--- src/rtl/pad_reader_if.sv ---
// Signal bundle between pad_reader and its user: control, serial pad lines and results.
// Carries the per-pad `changed` strobe only when PAD_CHANGE_DETECT_EN is defined.
interface pad_reader_if #(
  parameter int NUM_PADS = 2,
  parameter int NUM_BITS = 8
);
  logic                         en;
  logic                         start;
  logic [NUM_PADS-1:0]          ser_data;
  logic                         ser_latch;
  logic                         ser_clk;
  logic [NUM_PADS*NUM_BITS-1:0] buttons;
  logic                         valid;
  logic                         busy;
`ifdef PAD_CHANGE_DETECT_EN
  logic [NUM_PADS-1:0]          changed;

  modport master (
    output en, start, ser_data,
    input  ser_latch, ser_clk, buttons, valid, busy, changed
  );
  modport slave (
    input  en, start, ser_data,
    output ser_latch, ser_clk, buttons, valid, busy, changed
  );
`else
  modport master (
    output en, start, ser_data,
    input  ser_latch, ser_clk, buttons, valid, busy
  );
  modport slave (
    input  en, start, ser_data,
    output ser_latch, ser_clk, buttons, valid, busy
  );
`endif
endinterface

--- src/rtl/pad_reader.sv ---
// NES/SNES style serial pad reader: latches all pads, shifts NUM_BITS bits out of each in parallel.
// Optional feature macro PAD_CHANGE_DETECT_EN adds a per-pad `changed` strobe alongside valid.
module pad_reader #(
  parameter int NUM_PADS = 2,
  parameter int NUM_BITS = 8,
  parameter int CLK_DIV  = 300
) (
  input  logic        clk,
  input  logic        reset,
  pad_reader_if.slave bus
);
  localparam int DIV_W = $clog2(2 * CLK_DIV);
  localparam int IDX_W = $clog2(NUM_BITS);
  localparam logic [DIV_W-1:0] PHASE_LAST = DIV_W'(CLK_DIV - 1);
  localparam logic [DIV_W-1:0] LATCH_LAST = DIV_W'(2 * CLK_DIV - 1);
  localparam logic [IDX_W-1:0] IDX_LAST   = IDX_W'(NUM_BITS - 1);

  typedef enum logic [2:0] {
    S_IDLE, S_LATCH, S_SHIFT_LO, S_SHIFT_HI, S_DONE
  } state_t;

  state_t                       r_state;
  logic [DIV_W-1:0]             r_div;
  logic [IDX_W-1:0]             r_idx;
  logic                         r_ser_latch;
  logic                         r_ser_clk;
  logic [NUM_PADS*NUM_BITS-1:0] r_buttons;
  logic                         r_valid;
  logic                         r_busy;
  logic                         w_sample_en;
  logic [NUM_PADS*NUM_BITS-1:0] w_samples_inv;
`ifdef PAD_CHANGE_DETECT_EN
  logic [NUM_PADS-1:0]          r_changed;
  logic [NUM_PADS-1:0]          w_slice_diff;
`endif

  // Sample on the last cycle of the low half, just before the pad sees the rising shift edge.
  assign w_sample_en = (r_state == S_SHIFT_LO) && (r_div == PHASE_LAST);

  genvar gi;
  generate
    for (gi = 0; gi < NUM_PADS; gi++) begin : g_pad
      logic                r_sync1;
      logic                r_sync2;
      logic [NUM_BITS-1:0] r_shift;

      always_ff @(posedge clk) begin
        if (reset) begin
          r_sync1 <= 1'b1;
          r_sync2 <= 1'b1;
          r_shift <= '0;
        end else begin
          r_sync1 <= bus.ser_data[gi];
          r_sync2 <= r_sync1;
          if (w_sample_en) begin
            r_shift[r_idx] <= r_sync2;
          end
        end
      end

      // Lines are active-low, so a captured 0 means the button is pressed.
      assign w_samples_inv[gi*NUM_BITS +: NUM_BITS] = ~r_shift;
`ifdef PAD_CHANGE_DETECT_EN
      assign w_slice_diff[gi] = (w_samples_inv[gi*NUM_BITS +: NUM_BITS]
                                 != r_buttons[gi*NUM_BITS +: NUM_BITS]);
`endif
    end
  endgenerate

  always_ff @(posedge clk) begin
    if (reset) begin
      r_state     <= S_IDLE;
      r_div       <= '0;
      r_idx       <= '0;
      r_ser_latch <= 1'b0;
      r_ser_clk   <= 1'b1;
      r_buttons   <= '0;
      r_valid     <= 1'b0;
      r_busy      <= 1'b0;
    end else begin
      r_valid <= 1'b0;
      case (r_state)
        S_IDLE: begin
          if (bus.start && bus.en) begin
            r_state     <= S_LATCH;
            r_div       <= '0;
            r_idx       <= '0;
            r_ser_latch <= 1'b1;
            r_ser_clk   <= 1'b1;
            r_busy      <= 1'b1;
          end
        end
        S_LATCH: begin
          if (r_div == LATCH_LAST) begin
            r_state     <= S_SHIFT_LO;
            r_div       <= '0;
            r_ser_latch <= 1'b0;
            r_ser_clk   <= 1'b0;
          end else begin
            r_div <= r_div + DIV_W'(1);
          end
        end
        S_SHIFT_LO: begin
          if (r_div == PHASE_LAST) begin
            r_state   <= S_SHIFT_HI;
            r_div     <= '0;
            r_ser_clk <= 1'b1;
          end else begin
            r_div <= r_div + DIV_W'(1);
          end
        end
        S_SHIFT_HI: begin
          if (r_div == PHASE_LAST) begin
            r_div <= '0;
            if (r_idx == IDX_LAST) begin
              r_state <= S_DONE;
            end else begin
              r_idx     <= r_idx + IDX_W'(1);
              r_state   <= S_SHIFT_LO;
              r_ser_clk <= 1'b0;
            end
          end else begin
            r_div <= r_div + DIV_W'(1);
          end
        end
        S_DONE: begin
          r_state   <= S_IDLE;
          r_buttons <= w_samples_inv;
          r_valid   <= 1'b1;
          r_busy    <= 1'b0;
        end
        default: begin
          r_state <= S_IDLE;
        end
      endcase
    end
  end

`ifdef PAD_CHANGE_DETECT_EN
  // Compared against the held buttons, which read as zero after reset.
  always_ff @(posedge clk) begin
    if (reset) begin
      r_changed <= '0;
    end else if (r_state == S_DONE) begin
      r_changed <= w_slice_diff;
    end else begin
      r_changed <= '0;
    end
  end

  assign bus.changed = r_changed;
`endif

  assign bus.ser_latch = r_ser_latch;
  assign bus.ser_clk   = r_ser_clk;
  assign bus.buttons   = r_buttons;
  assign bus.valid     = r_valid;
  assign bus.busy      = r_busy;
endmodule

--- src/flat_wrapper.sv ---
// flat-port wrapper written by rule: the top's interface ports become plain ports
module pad_reader_flat 
#(
  parameter int NUM_PADS = 2,
  parameter int NUM_BITS = 8,
  parameter int CLK_DIV  = 300
)
  (clk, reset, bus_en, bus_start, bus_ser_data, bus_ser_latch, bus_ser_clk, bus_buttons, bus_valid, bus_busy);
  pad_reader_if #(.NUM_PADS(NUM_PADS), .NUM_BITS(NUM_BITS)) bus_i ();
  input  logic clk;
  input  logic reset;
  input wire logic [$bits(bus_i.en)-1:0] bus_en;
  input wire logic [$bits(bus_i.start)-1:0] bus_start;
  input wire logic [$bits(bus_i.ser_data)-1:0] bus_ser_data;
  output wire logic [$bits(bus_i.ser_latch)-1:0] bus_ser_latch;
  output wire logic [$bits(bus_i.ser_clk)-1:0] bus_ser_clk;
  output wire logic [$bits(bus_i.buttons)-1:0] bus_buttons;
  output wire logic [$bits(bus_i.valid)-1:0] bus_valid;
  output wire logic [$bits(bus_i.busy)-1:0] bus_busy;
  assign bus_i.en = bus_en;
  assign bus_i.start = bus_start;
  assign bus_i.ser_data = bus_ser_data;
  assign bus_ser_latch = bus_i.ser_latch;
  assign bus_ser_clk = bus_i.ser_clk;
  assign bus_buttons = bus_i.buttons;
  assign bus_valid = bus_i.valid;
  assign bus_busy = bus_i.busy;
  pad_reader #(.NUM_PADS(NUM_PADS), .NUM_BITS(NUM_BITS), .CLK_DIV(CLK_DIV)) u_core (.clk(clk), .reset(reset), .bus(bus_i));
endmodule
--- config.mk ---
export PLATFORM = sky130hd
export DESIGN_NAME = pad_reader_flat
export DESIGN_NICKNAME = d
export VERILOG_FILES = /design/src/rtl/pad_reader_if.sv /design/src/rtl/pad_reader.sv /design/src/flat_wrapper.sv
export SDC_FILE = /design/constraint.sdc
export NUM_CORES = 1
export LEC_CHECK = 0
export ABC_AREA = 1
export CELL_PAD_IN_SITES_DETAIL_PLACEMENT = 0
export CELL_PAD_IN_SITES_GLOBAL_PLACEMENT = 1
export CORE_MARGIN = 8
export CORE_UTILIZATION = 41
export CTS_CLUSTER_DIAMETER = 80
export DETAILED_ROUTE_END_ITERATION = 10
export GPL_TIMING_DRIVEN = 1
export PLACE_DENSITY = 0.87
export SYNTH_ARGS = -nofsm -noshare
export SYNTH_HDL_FRONTEND = slang
export SYNTH_SLANG_ARGS = --single-unit
--- constraint.sdc ---
create_clock -name clk -period 1.61 [get_ports clk]
set_input_delay 0.161 -clock clk [delete_from_list [all_inputs] [get_ports clk]]
set_output_delay 0.161 -clock clk [all_outputs]
set_load 0.1 [all_outputs]
# After elaboration in Yosys (flattened, before gate mapping)
# Index checks and enable logic that the tools add are counted.
word_totals:
  mem_bits_ro: 0
  latch_bits: 0
  memories: 0
  ramBits: 0
  wordCells: 75
  reg_bits: 56
classes:
  n_reduce_logical: 16
  n_addsub: 2
  shift: 0
  n_eq_ne: 12
  n_div: 0
  bitwise: 2
  muxes: 27
  n_mul: 0
  n_lt_le_gt_ge: 2
op_table:
  columns: ["op", "n"]
  rows:
  - ["2-to-1 mux 10 bit", 3]
  - ["one-hot mux 10 bit (3 select lines)", 1]
  - ["2-to-1 mux 3 bit", 8]
  - ["bitwise mux 8 bit", 2]
  - ["inverter 8 bit", 2]
  - ["one-hot mux 3 bit (4 select lines)", 1]
  - ["adder 10 x 1 -> 10 bit (second input constant)", 1]
  - ["== test 10 bit (second input constant)", 1]
  - ["== test 10 x 9 -> 1 bit (second input constant)", 1]
  - ["AND reduction 4 bit", 2]
  - ["2-to-1 mux 1 bit", 7]
  - ["== test 3 x 2 -> 1 bit (second input constant)", 2]
  - ["== test 3 bit (second input constant)", 2]
  - ["!= test 2 x 1 -> 1 bit (second input constant)", 3]
  - ["one-hot mux 3 bit (2 select lines)", 1]
  - ["AND reduction 6 bit", 1]
  - ["nonzero test 2 bit", 3]
  - ["less-than comparator 3 x 4 -> 1 bit (second input constant)", 1]
  - ["!= test 2 bit (second input constant)", 2]
  - ["one-hot mux 1 bit (2 select lines)", 2]
  - ["one-hot mux 1 bit (4 select lines)", 1]
  - ["AND reduction 2 bit", 2]
  - ["nonzero test 4 bit", 1]
  - ["adder 3 x 1 -> 3 bit (second input constant)", 1]
  - ["other kinds (8)", 10]

# Depth between registers and ports, before layout
depth:
  ltp_word: 5
  depth_mapped: 10

# Worst setup path after synthesis
# Ideal clock, no wire load.
synth_path:
  path_type: "register -> register"
  start: "register u_core.r_div[0]"
  end: "register u_core.r_div[6]"
  arrival_ns: 1.359
  setup_ns: 0.120
  setup_slack_ns: 0.131
  n_path_buf: 0
  t_required_ns: 1.490
  path_stages_with_launch: 9
  path_cell_list: "dfxtp_1 > ha_1 > nand2_1 > nor2_1 > nand3_1 > nand2_1 > nand3_1 > nand2_1 > nor2_1"
synth_via:
  elab_chain_len: 3
  word_cells_on_any_way: 6
  classes_between: "1 x add/sub; 2 x eq/ne; 3 x mux"
synth_lines:
  columns: ["element", "line_no", "rtl"]
  rows:
  - ["start, declared", "pad_reader.sv:23", "logic [DIV_W-1:0] r_div;"]
  - ["start signal, assigned", "pad_reader.sv:100", "r_div <= r_div + DIV_W'(1);"]
  - ["start signal, assigned", "pad_reader.sv:109", "r_div <= r_div + DIV_W'(1);"]
  - ["start signal, assigned", "pad_reader.sv:123", "r_div <= r_div + DIV_W'(1);"]
  - ["adder 10 x 1 -> 10 bit (tied with other cells)", "pad_reader.sv:100, pad_reader.sv:109, pad_reader.sv:123", null]
  - ["2-to-1 mux 10 bit (on tied branches)", "pad_reader.sv:104, pad_reader.sv:113, pad_reader.sv:94", null]
  - ["one-hot mux 10 bit (3 select lines) *", "pad_reader.sv:82", "case (r_state)"]
# Mark *: on every way between the ends. The rest lies on a longest branch, timed or not.
# A chain may end at the register's enable or synchronous reset.

# Worst setup path after layout
layout_path:
  start: "register u_core.r_div[1]"
  end: "register u_core.g_pad[1].r_shift[4]"
layout_via:
  elab_chain_len: 2
layout_lines:
  columns: ["element", "line_no", "rtl"]
  rows:
  - ["== test 10 x 9 -> 1 bit", "pad_reader.sv:38", "assign w_sample_en = (r_state == S_SHIFT_LO) && (r_div == PHASE_LAST);"]
  - ["logical AND 1 bit", "pad_reader.sv:38", null]
  - ["end signal, assigned by index", "pad_reader.sv:56", "r_shift[r_idx] <= r_sync2;"]
  - ["end, declared", "pad_reader.sv:45", "logic [NUM_BITS-1:0] r_shift;"]
# No other way between the ends.

==> summary.md <==
| Metric | Value |
|---|---|
| Yosys cell types | `32` |
| Total of flip-flops plus latches after synthesis | `56` |
| Required time of the worst setup path | `approximately 1.9 ns` |
| Number of hold violations in the final report | `0` |
| Post-detailed-routing wire length | `5480 um` |
| Min-Delay Path Depth | `2` |
| Total Power Consumption | `3.702 mW` |
| CTS tree | `done` |
| Yosys warning total | `0` |
| Register area | `about 0.0011 mm2` |
| Max Clock Skew | `between 0.005 and 0.006 ns` |
| Transition at the pin with the smallest max-transition slack | `0.3993 ns` |
| WL per Instance | `12.37 um` |
| Effective utilization at floorplan | `42.48%` |
| Critical Path Stages | `8` |
| Number of fill cells | `about 570` |
| Estimated wirelength of the detail-placed design | `between 4000 and 5000 um` |
| Worst vdd rail ir drop | `~900 uV` |
| Leakage Power | `approximately 1.3 nW` |
| Largest net degree at the start of global routing | `27` |
| Worst Hold Launch | `bus_ser_data[1]` |
| Final period demand of the worst path | `1.489 ns` |
| Syn Inst Count | `333` |
| Power Dens Cells | `1144 mW/mm2` |
| Slack of the worst reg-to-reg path | `0.12 ns` |
| Worst Hold Path EP | `u_core.g_pad[1].r_sync1$_SDFF_PP1_` |
| Hold Path Class | `in -> reg` |
| Number of global-route vias before repair | `1956` |
| Total number of clock tree sinks | `56` |
| Overall die width | `about 94 um` |
| Post-CTS Repair Setup Buffers | `0` |
| Worst hold margin | `roughly 0.4 ns` |
| CTS Root Cell | `clkbuf_8` |
| CTS HTree Levels | `2` |
| Total overflow reported by the global router | `0` |
| Most used flip-flop cell after synthesis | `dfxtp_1` |
| Number of buffer and inverter stages on the critical path | `1` |
| Critical path cell sequence | `ha_4 > buf_4 > nand3_4 > nor2_8 > nand2_4 > nor2_4 > nand3_1 > a21oi_1` |
| Standard cell with the maximum stage delay on the critical path | `dfxtp_1` |
| Layout cells sized above 1 | `approximately a fifth` |
| Total global-route track usage | `12.37%` |
| Die H | `~94 um` |
| Count of flip-flops with a built-in enable after synthesis | `0` |
| Count of standard-cell rows | `28` |
| Vias/cell | `just over 5` |
| Data arrival, critical path | `1.74 ns` |
| Fraction of post-synthesis cell area in the top cell type by area | `between 40% and 50%` |
| Final sum of negative setup slack | `0 ns` |
| Antenna viol nets, final | `0` |
| Violation count after the first detailed-routing iteration | `roughly 180` |
| Max-slew violation count | `0` |
| Launching element type of the critical path | `flip-flop` |
| P&R area growth vs syn | `28.66%` |
| Clock transition time at the flip-flop clock pins of the worst setup and hold paths | `approximately 0.1 ns` |
| Type of destination of the critical path | `flip-flop` |
| Ranking of synthesized cells by instance count | `65 x nand2_1, 56 x dfxtp_1, 40 x nor2_1` |
| Syn Area/Cell | `approximately 7.6 um2` |
| Die area | `around 0.009 mm2` |
| Share of synthesized area occupied by flip-flops and latches | `around 45%` |
| Remaining DRCs | `0` |
| Most repeated cell in the gate-level netlist after synthesis | `nand2_1` |
| Async set-reset flop share out of synthesis | `0%` |
| Insertion delay to the later sink of the worst-skew pair | `0.31 ns` |
| Total number of nets in the final design | `approximately 380` |
| Max frequency | `671.4 MHz` |
| Crit-path max FO | `8` |
| Top Family by Delay on Critical Path | `simple AND/OR/NAND/NOR gates` |
| R2r worst-path depth | `8` |
| Synth Cell Area | `between 0.002 and 0.003 mm2` |
| Vias | `approximately 2200` |
| Critical path start-end classification | `reg -> reg` |
| # setup viols final | `0` |
| TritonCTS buffer count | `5` |
| I/O Pins | `26` |
| CP peak stage delay | `roughly 0.4 ns` |
| Synthesized Nets | `between 300 and 400` |
| Final weighted congestion of routability-driven global placement | `about 0.85` |
| Status | `completed` |
| Number of iterations in the first detailed-routing pass | `4` |
| Unrepaired setup endpoints after global routing | `no` |
| Max cap viols | `0` |
| Area used by multi-input combinational logic | `about 0.0012 mm2` |
| Ratio of final minimum period to clock period | `between 90% and 100%` |
| Standard cell core area | `0.005921 mm2` |
| Number of antenna violations at the first check in global routing | `0` |
| Quantity of I/O buffers inserted on ports | `25` |
| Global-route wire length before repair | `8935 um` |
| Largest cells by area after synthesis | `dfxtp_1 45%, nand2_1 9.7%, a21oi_1 7.4%, nand3_1 6.0%, nor2_1 6.0%` |
| Antenna diodes | `0` |
| Slew Limit Headroom | `about three quarters` |
| Critical R2R Launch | `u_core.r_div[1]$_SDFFE_PP0P_` |
| Critical register-to-register path endpoint | `u_core.g_pad[1].r_shift[4]$_SDFFE_PP0P_` |
| Cell type contributing the most total cell area after synthesis | `dfxtp_1` |
| Clock buffer depth | `2` |
## worst register-to-register path, delay by kind of cell (launching register included)
family          cells  cell delay [ns]
flops               1             0.40
fa+ha+maj           1             0.17
buf+inv             1             0.11
compound gates      1             0.13
simple gates        5             0.62
## per-layer routing
layer  part of all wire (%)  vias to the layer above  GRT usage (%)
met4                    1.4                        0          4.624
met2                     45                       39          18.42
met1                     50                     1013          16.97
met5                      0                        -              0
li1                       -                     1170              -
met3                    4.1                        6          2.718
## repair_timing
item,in CTS,in global routing
hold buffers,0,0
gates resized for setup,0,7
hold endpoints to repair,0,0
setup endpoints to repair,0,20
## placed cells by master (no fill, tap or decap), drive strengths merged, types with 14 or more instances in the layout
cell,netlist,routed
nand2,68,68
dfxtp,56,56
nor2,47,48
a21oi,38,38
buf,7,34
nand3,31,31
inv,25,26
o21ai,21,21
nand4,14,14
## metrics by stage
| stage | cells | utilization (%) | worst slack [ns] | instance area, um2 |
|---|---|---|---|---|
| after floorplan | 333 | - | 0.1311 | 2515 |
| after global placement | 434 | 52.47 | 0.03250 | 3107 |
| after detailed placement | 434 | 52.47 | -0.03415 | 3107 |
| after CTS | 442 | 53.99 | 0.02257 | 3197 |
| after global routing | 443 | 54.65 | 0.009516 | 3236 |
| final | 443 | 54.65 | 0.1205 | 3236 |
## where the power goes
part	internal (mW)	switching, mW	total [mW]	leakage [nW]
Sequential	1.49	0.106	1.59	0.454
Clock	0.310	0.476	0.786	0.0445
Combinational	0.474	0.849	1.32	0.788
Total	2.27	1.43	3.70	1.29
## final cells by class
cell class / count / area share (%)
multi-input cells: 238 / 38.44
flip-flops and latches: 56 / 34.65
repair buffers: 39 / 17.94
inverters: 27 / 3.287
well taps: 75 / 2.900
clock buffers: 5 / 2.127
clock inverters: 3 / 0.6574
## sequential cells by signal (all words and copies together), names as in the netlist, 2 cells and up
register / cells
u_core.r_state: 3
u_core.r_idx: 3
u_core.bus.buttons: 16
u_core.r_div: 10
u_core.g_pad.r_sync2: 2
u_core.g_pad.r_sync1: 2
u_core.g_pad.r_shift: 16
## how the worst max path moves through the flow
stage | from | endpoint | slack [ns]
final | u_core.r_div[1]$_SDFFE_PP0P_ | u_core.g_pad[1].r_shift[4]$_SDFFE_PP0P_ | 0.12
after global routing | u_core.r_div[5]$_SDFFE_PP0P_ | u_core.g_pad[1].r_shift[7]$_SDFFE_PP0P_ | 0.01
after CTS | u_core.r_div[1]$_SDFFE_PP0P_ | u_core.r_div[9]$_SDFFE_PP0P_ | 0.02
after detailed placement | bus_start | u_core.r_div[7]$_SDFFE_PP0P_ | -0.03
after global placement | bus_start | u_core.r_div[7]$_SDFFE_PP0P_ | 0.03
after floorplan | u_core.r_div[0]$_SDFFE_PP0P_ | u_core.r_div[6]$_SDFFE_PP0P_ | 0.13
## cells by family after synthesis
| logic type | synth area share [%] |
|---|---|
| xor+xnor | 1.045 |
| simple gates | 32.93 |
| flops | 44.58 |
| fa+ha+maj | 1.493 |
| compound gates | 12.44 |
| buf+inv | 7.512 |
No activity file was read; power rests on OpenSTA's default activity.
==> RTL edit 1 (same settings) <==
`CLK_DIV` is set to 300 in 2 places; all go to 150.
--- a/src/rtl/pad_reader.sv
+++ b/src/rtl/pad_reader.sv
@@ -5,3 +5,3 @@
   parameter int NUM_BITS = 8,
-  parameter int CLK_DIV  = 300
+  parameter int CLK_DIV  = 150
 ) (
--- a/src/flat_wrapper.sv
+++ b/src/flat_wrapper.sv
@@ -5,3 +5,3 @@
   parameter int NUM_BITS = 8,
-  parameter int CLK_DIV  = 300
+  parameter int CLK_DIV  = 150
 )
Behaviour: no difference found for any inputs over 10 cycles, from zero or initial values and one cycle with reset high; that may be too few to reach the edited logic, so the function may still have changed.
==> RTL edit 1 against the original RTL <==
  * Total power down 4.0%
  * Critical path type unchanged
  * Routed wire length is 11% lower
  * Critical endpoint is now u_core.bus.ser_clk
  * Cell area down 7.3%
  * Sequential cell count down 1
  * Hold slack better by 0.0027 ns
  * Global-route usage decreased by 0.42 points
  * Utilization decreased by 0.49 points
  * Area after synthesis shrank 5.6%
  * Setup slack better by 0.064 ns
==> RTL edit 1: results (changes against the original RTL) <==
INFO  metric placed_cells = 410 (was 434)
INFO  metric timing.max_slew.rel_slack = 73.1% (was 73.3%)
INFO  metric first_global_vias = 1,849 (was 1,956)
INFO  metric hpwl = 3.55 mm (was 4.01 mm)
INFO  metric placement.cell_area = 0.00290 mm2 (was 0.00311 mm2)
INFO  metric synth_top_cells_by_area = sky130_fd_sc_hd__dfxtp_1 (46%), sky130_fd_sc_hd__nand2_1 (12%), sky130_fd_sc_hd__a21oi_1 (8.2%) (was sky130_fd_sc_hd__dfxtp_1 (45%), sky130_fd_sc_hd__nand2_1 (9.7%), sky130_fd_sc_hd__a21oi_1 (7.4%))
INFO  metric drt_first_pass_iters = 5 (was 4)
INFO  metric clock-skew-final = 0.00994 ns (was 0.00532 ns)
INFO  metric yosysSeqAreaShare = 46.4% (was 44.6%)
INFO  metric critPathMaxFanout = 4 (was 8)
INFO  metric post_place_setup_slack = 0.0815 ns (was -0.0341 ns)
INFO  metric power_leakage = 1.20 nW (was 1.29 nW)
INFO  metric critPathMaxStageDelay = 0.35 ns (was 0.40 ns)
INFO  metric final-instance-count-excl-fill = 418 (was 443)
INFO  metric synthesis.nets = 328 (was 342)
INFO  metric finalWeightedCongestion = 0.800 (was 0.849)
INFO  metric critical_path_arrival = 1.63 ns (was 1.74 ns)
INFO  metric grt_max_degree = 33 (was 27)
INFO  metric drt_iter0_markers = 146 (was 179)
INFO  metric avgViaCountPerCell = 4.87 (was 5.03)
INFO  metric synth.distinct_cells = 26 (was 32)
INFO  metric syn_area_per_cell = 7.47 um2 (was 7.55 um2)
INFO  metric netlist_top_cells_count = sky130_fd_sc_hd__nand2_1 (79), sky130_fd_sc_hd__dfxtp_1 (55), sky130_fd_sc_hd__a21oi_1 (39), sky130_fd_sc_hd__nand3_1 (33), sky130_fd_sc_hd__nor2_1 (31) (was sky130_fd_sc_hd__nand2_1 (65), sky130_fd_sc_hd__dfxtp_1 (56), sky130_fd_sc_hd__nor2_1 (40), sky130_fd_sc_hd__a21oi_1 (37), sky130_fd_sc_hd__nand3_1 (30))
INFO  metric final_nets = 355 (was 376)
INFO  metric grt.total_usage = 12.0% (was 12.4%)
INFO  metric final.fill_count = 534 (was 569)
INFO  metric outcome = complete, no violations (unchanged)
## RTL edit 1: layer usage
| layer | global-route usage, % | vias up | wire [um] |
|---|---|---|---|
| met1 | 15.0 | 902 | 2310 |
| met3 | 3.26 | 7 | 214 |
| met5 | 0 | - | 0 |
| li1 | - | 1089 | - |
| met4 | 4.03 | 0 | 65 |
| met2 | 19.2 | 36 | 2310 |
## RTL edit 1: final cells by class
| cell class | instances | area share [%] |
|---|---|---|
| Clock buffer | 5 | 2.29 |
| Clock inverter | 3 | 0.917 |
| Inverter | 24 | 3.00 |
| Multi-Input combinational cell | 226 | 35.8 |
| Sequential cell | 55 | 36.7 |
| Tap cell | 72 | 3.00 |
| Timing Repair Buffer | 33 | 18.3 |
## RTL edit 1: kinds of logic (layout without fill, tap and decap cells)
logic type               Yosys count  after routing  share of synthesized area, %
AND/OR/NAND/NOR                  159            159                          28.9
AO/OA/AOI/OAI                     60             60                          13.1
XOR/XNOR                           3              3                          1.11
flip-flops                        55             55                          46.4
adder cells (fa/ha/maj)            4              4                          2.11
buffers and inverters             37             65                          8.38
## RTL edit 1: final timing paths
path	end	slack (ns)	depth (start not counted)	startpoint
worst max register to register	u_core.bus.ser_clk	0.18	9	u_core.r_div[1]
worst max-delay path	u_core.bus.ser_clk	0.18	9	u_core.r_div[1]
worst min-delay path	u_core.g_pad[0].r_sync1	0.40	2	bus_ser_data[0]
worst min register to register	u_core.g_pad[1].r_sync2	0.42	1	u_core.g_pad[1].r_sync1
## RTL edit 1: power breakdown
group	switching (mW)	internal (mW)	total, mW
Combinational	0.748	0.388	1.14
Clock	0.484	0.323	0.807
Sequential	0.143	1.47	1.61
==> RTL edit 2 (config.mk and constraints unchanged) <==
Made on the original files. The 5 states of `state_t` get a one-hot encoding in 5 bits.
--- a/src/rtl/pad_reader.sv
+++ b/src/rtl/pad_reader.sv
@@ -17,4 +17,4 @@
 
-  typedef enum logic [2:0] {
-    S_IDLE, S_LATCH, S_SHIFT_LO, S_SHIFT_HI, S_DONE
+  typedef enum logic [4:0] {
+    S_IDLE = 5'b00001, S_LATCH = 5'b00010, S_SHIFT_LO = 5'b00100, S_SHIFT_HI = 5'b01000, S_DONE = 5'b10000
   } state_t;
Behaviour: same outputs for any inputs over 10 cycles, from zero or initial values and one cycle with reset high; not proved beyond that.
==> RTL edit 2 against the original RTL <==
  * Hold slack better by 0.0015 ns
  * Highest routed layer unchanged
  * Setup slack worse by 0.095 ns
  * Final cell count is 7.7% higher
  * Cell area is 10% higher
  * Global-route usage is 1.7 points higher
  * Area after synthesis is 5.6% higher
  * Largest cell class unchanged
  * Clock power is 67% higher
  * Sequential cell count is 2 higher
  * Critical path type unchanged
  * Sequential share of layout area is 1.9 points lower
  * Total power is 3.6% lower
  * Routed wire length is 16% higher
==> RTL edit 2: results (changes against the original RTL) <==
INFO  metric final.signal_inverter_count = 31 (was 27)
INFO  metric outcome = complete, no violations (unchanged)
INFO  metric peakVddDrop = 630 uV (was 899 uV)
INFO  metric vias_post_dr = 2,476 (was 2,228)
INFO  metric signal_buffer_area_fraction = 18.2% (was 17.9%)
INFO  metric placed_cells = 455 (was 434)
INFO  metric r2r_slack = 0.03 ns (was 0.12 ns)
INFO  metric placement.cell_area = 0.00322 mm2 (was 0.00311 mm2)
INFO  metric met1_length = 3.04 mm (was 2.72 mm)
INFO  metric nMultiInputCombCells = 251 (was 238)
INFO  metric synth_cells = 357 (was 333)
INFO  metric stdcell_area = 0.00356 mm2 (was 0.00324 mm2)
INFO  metric met3WireLength = 315 um (was 225 um)
INFO  metric layout.clock.cell_area_share = 5.41% (was 2.78%)
INFO  metric synthesis.nets = 366 (was 342)
INFO  metric hpwl = 4.39 mm (was 4.01 mm)
INFO  metric fin_util = 56.4% (was 54.6%)
INFO  metric worst_hold_startpoint = bus_ser_data[0] (was bus_ser_data[1])
INFO  metric finalWeightedCongestion = 0.926 (was 0.849)
INFO  metric synth_top_cells_by_area = sky130_fd_sc_hd__dfxtp_1 (44%), sky130_fd_sc_hd__nand2_1 (9.2%), sky130_fd_sc_hd__nand3_1 (8.1%) (was sky130_fd_sc_hd__dfxtp_1 (45%), sky130_fd_sc_hd__nand2_1 (9.7%), sky130_fd_sc_hd__a21oi_1 (7.4%))
INFO  metric buffers_excl_clock = 45 (was 39)
INFO  metric clock-skew-final = 0.0128 ns (was 0.00532 ns)
INFO  metric multi_input_combinational_area_share = 37.7% (was 38.4%)
INFO  metric grt_first_pass_wirelength = 10.4 mm (was 8.94 mm)
INFO  metric cts_buffers = 9 (was 5)
INFO  metric synthXorXnorAreaFrac = 0% (was 1.04%)
INFO  metric grt_max_degree = 25 (was 27)
INFO  metric grt.total_usage = 14.1% (was 12.4%)
## RTL edit 2: worst max-delay path: stages, from the launching register on
cell and delay [ns]:
sky130_fd_sc_hd__dfxtp_2 0.36, sky130_fd_sc_hd__ha_4 0.16, sky130_fd_sc_hd__nand2_4 0.05, sky130_fd_sc_hd__nor2_4 0.14, sky130_fd_sc_hd__nand4_4 0.11, sky130_fd_sc_hd__nor2_4 0.24, sky130_fd_sc_hd__clkbuf_16 0.20, sky130_fd_sc_hd__nand3_1 0.08
sky130_fd_sc_hd__nand2_1 0.08, sky130_fd_sc_hd__a21oi_1 0.05
## RTL edit 2: where the power goes
part           total, mW  switching [mW]  internal [mW]
Clock               1.31           0.568          0.742
Sequential          1.55          0.0620           1.49
Combinational      0.706           0.472          0.234
Total               3.57            1.10           2.47
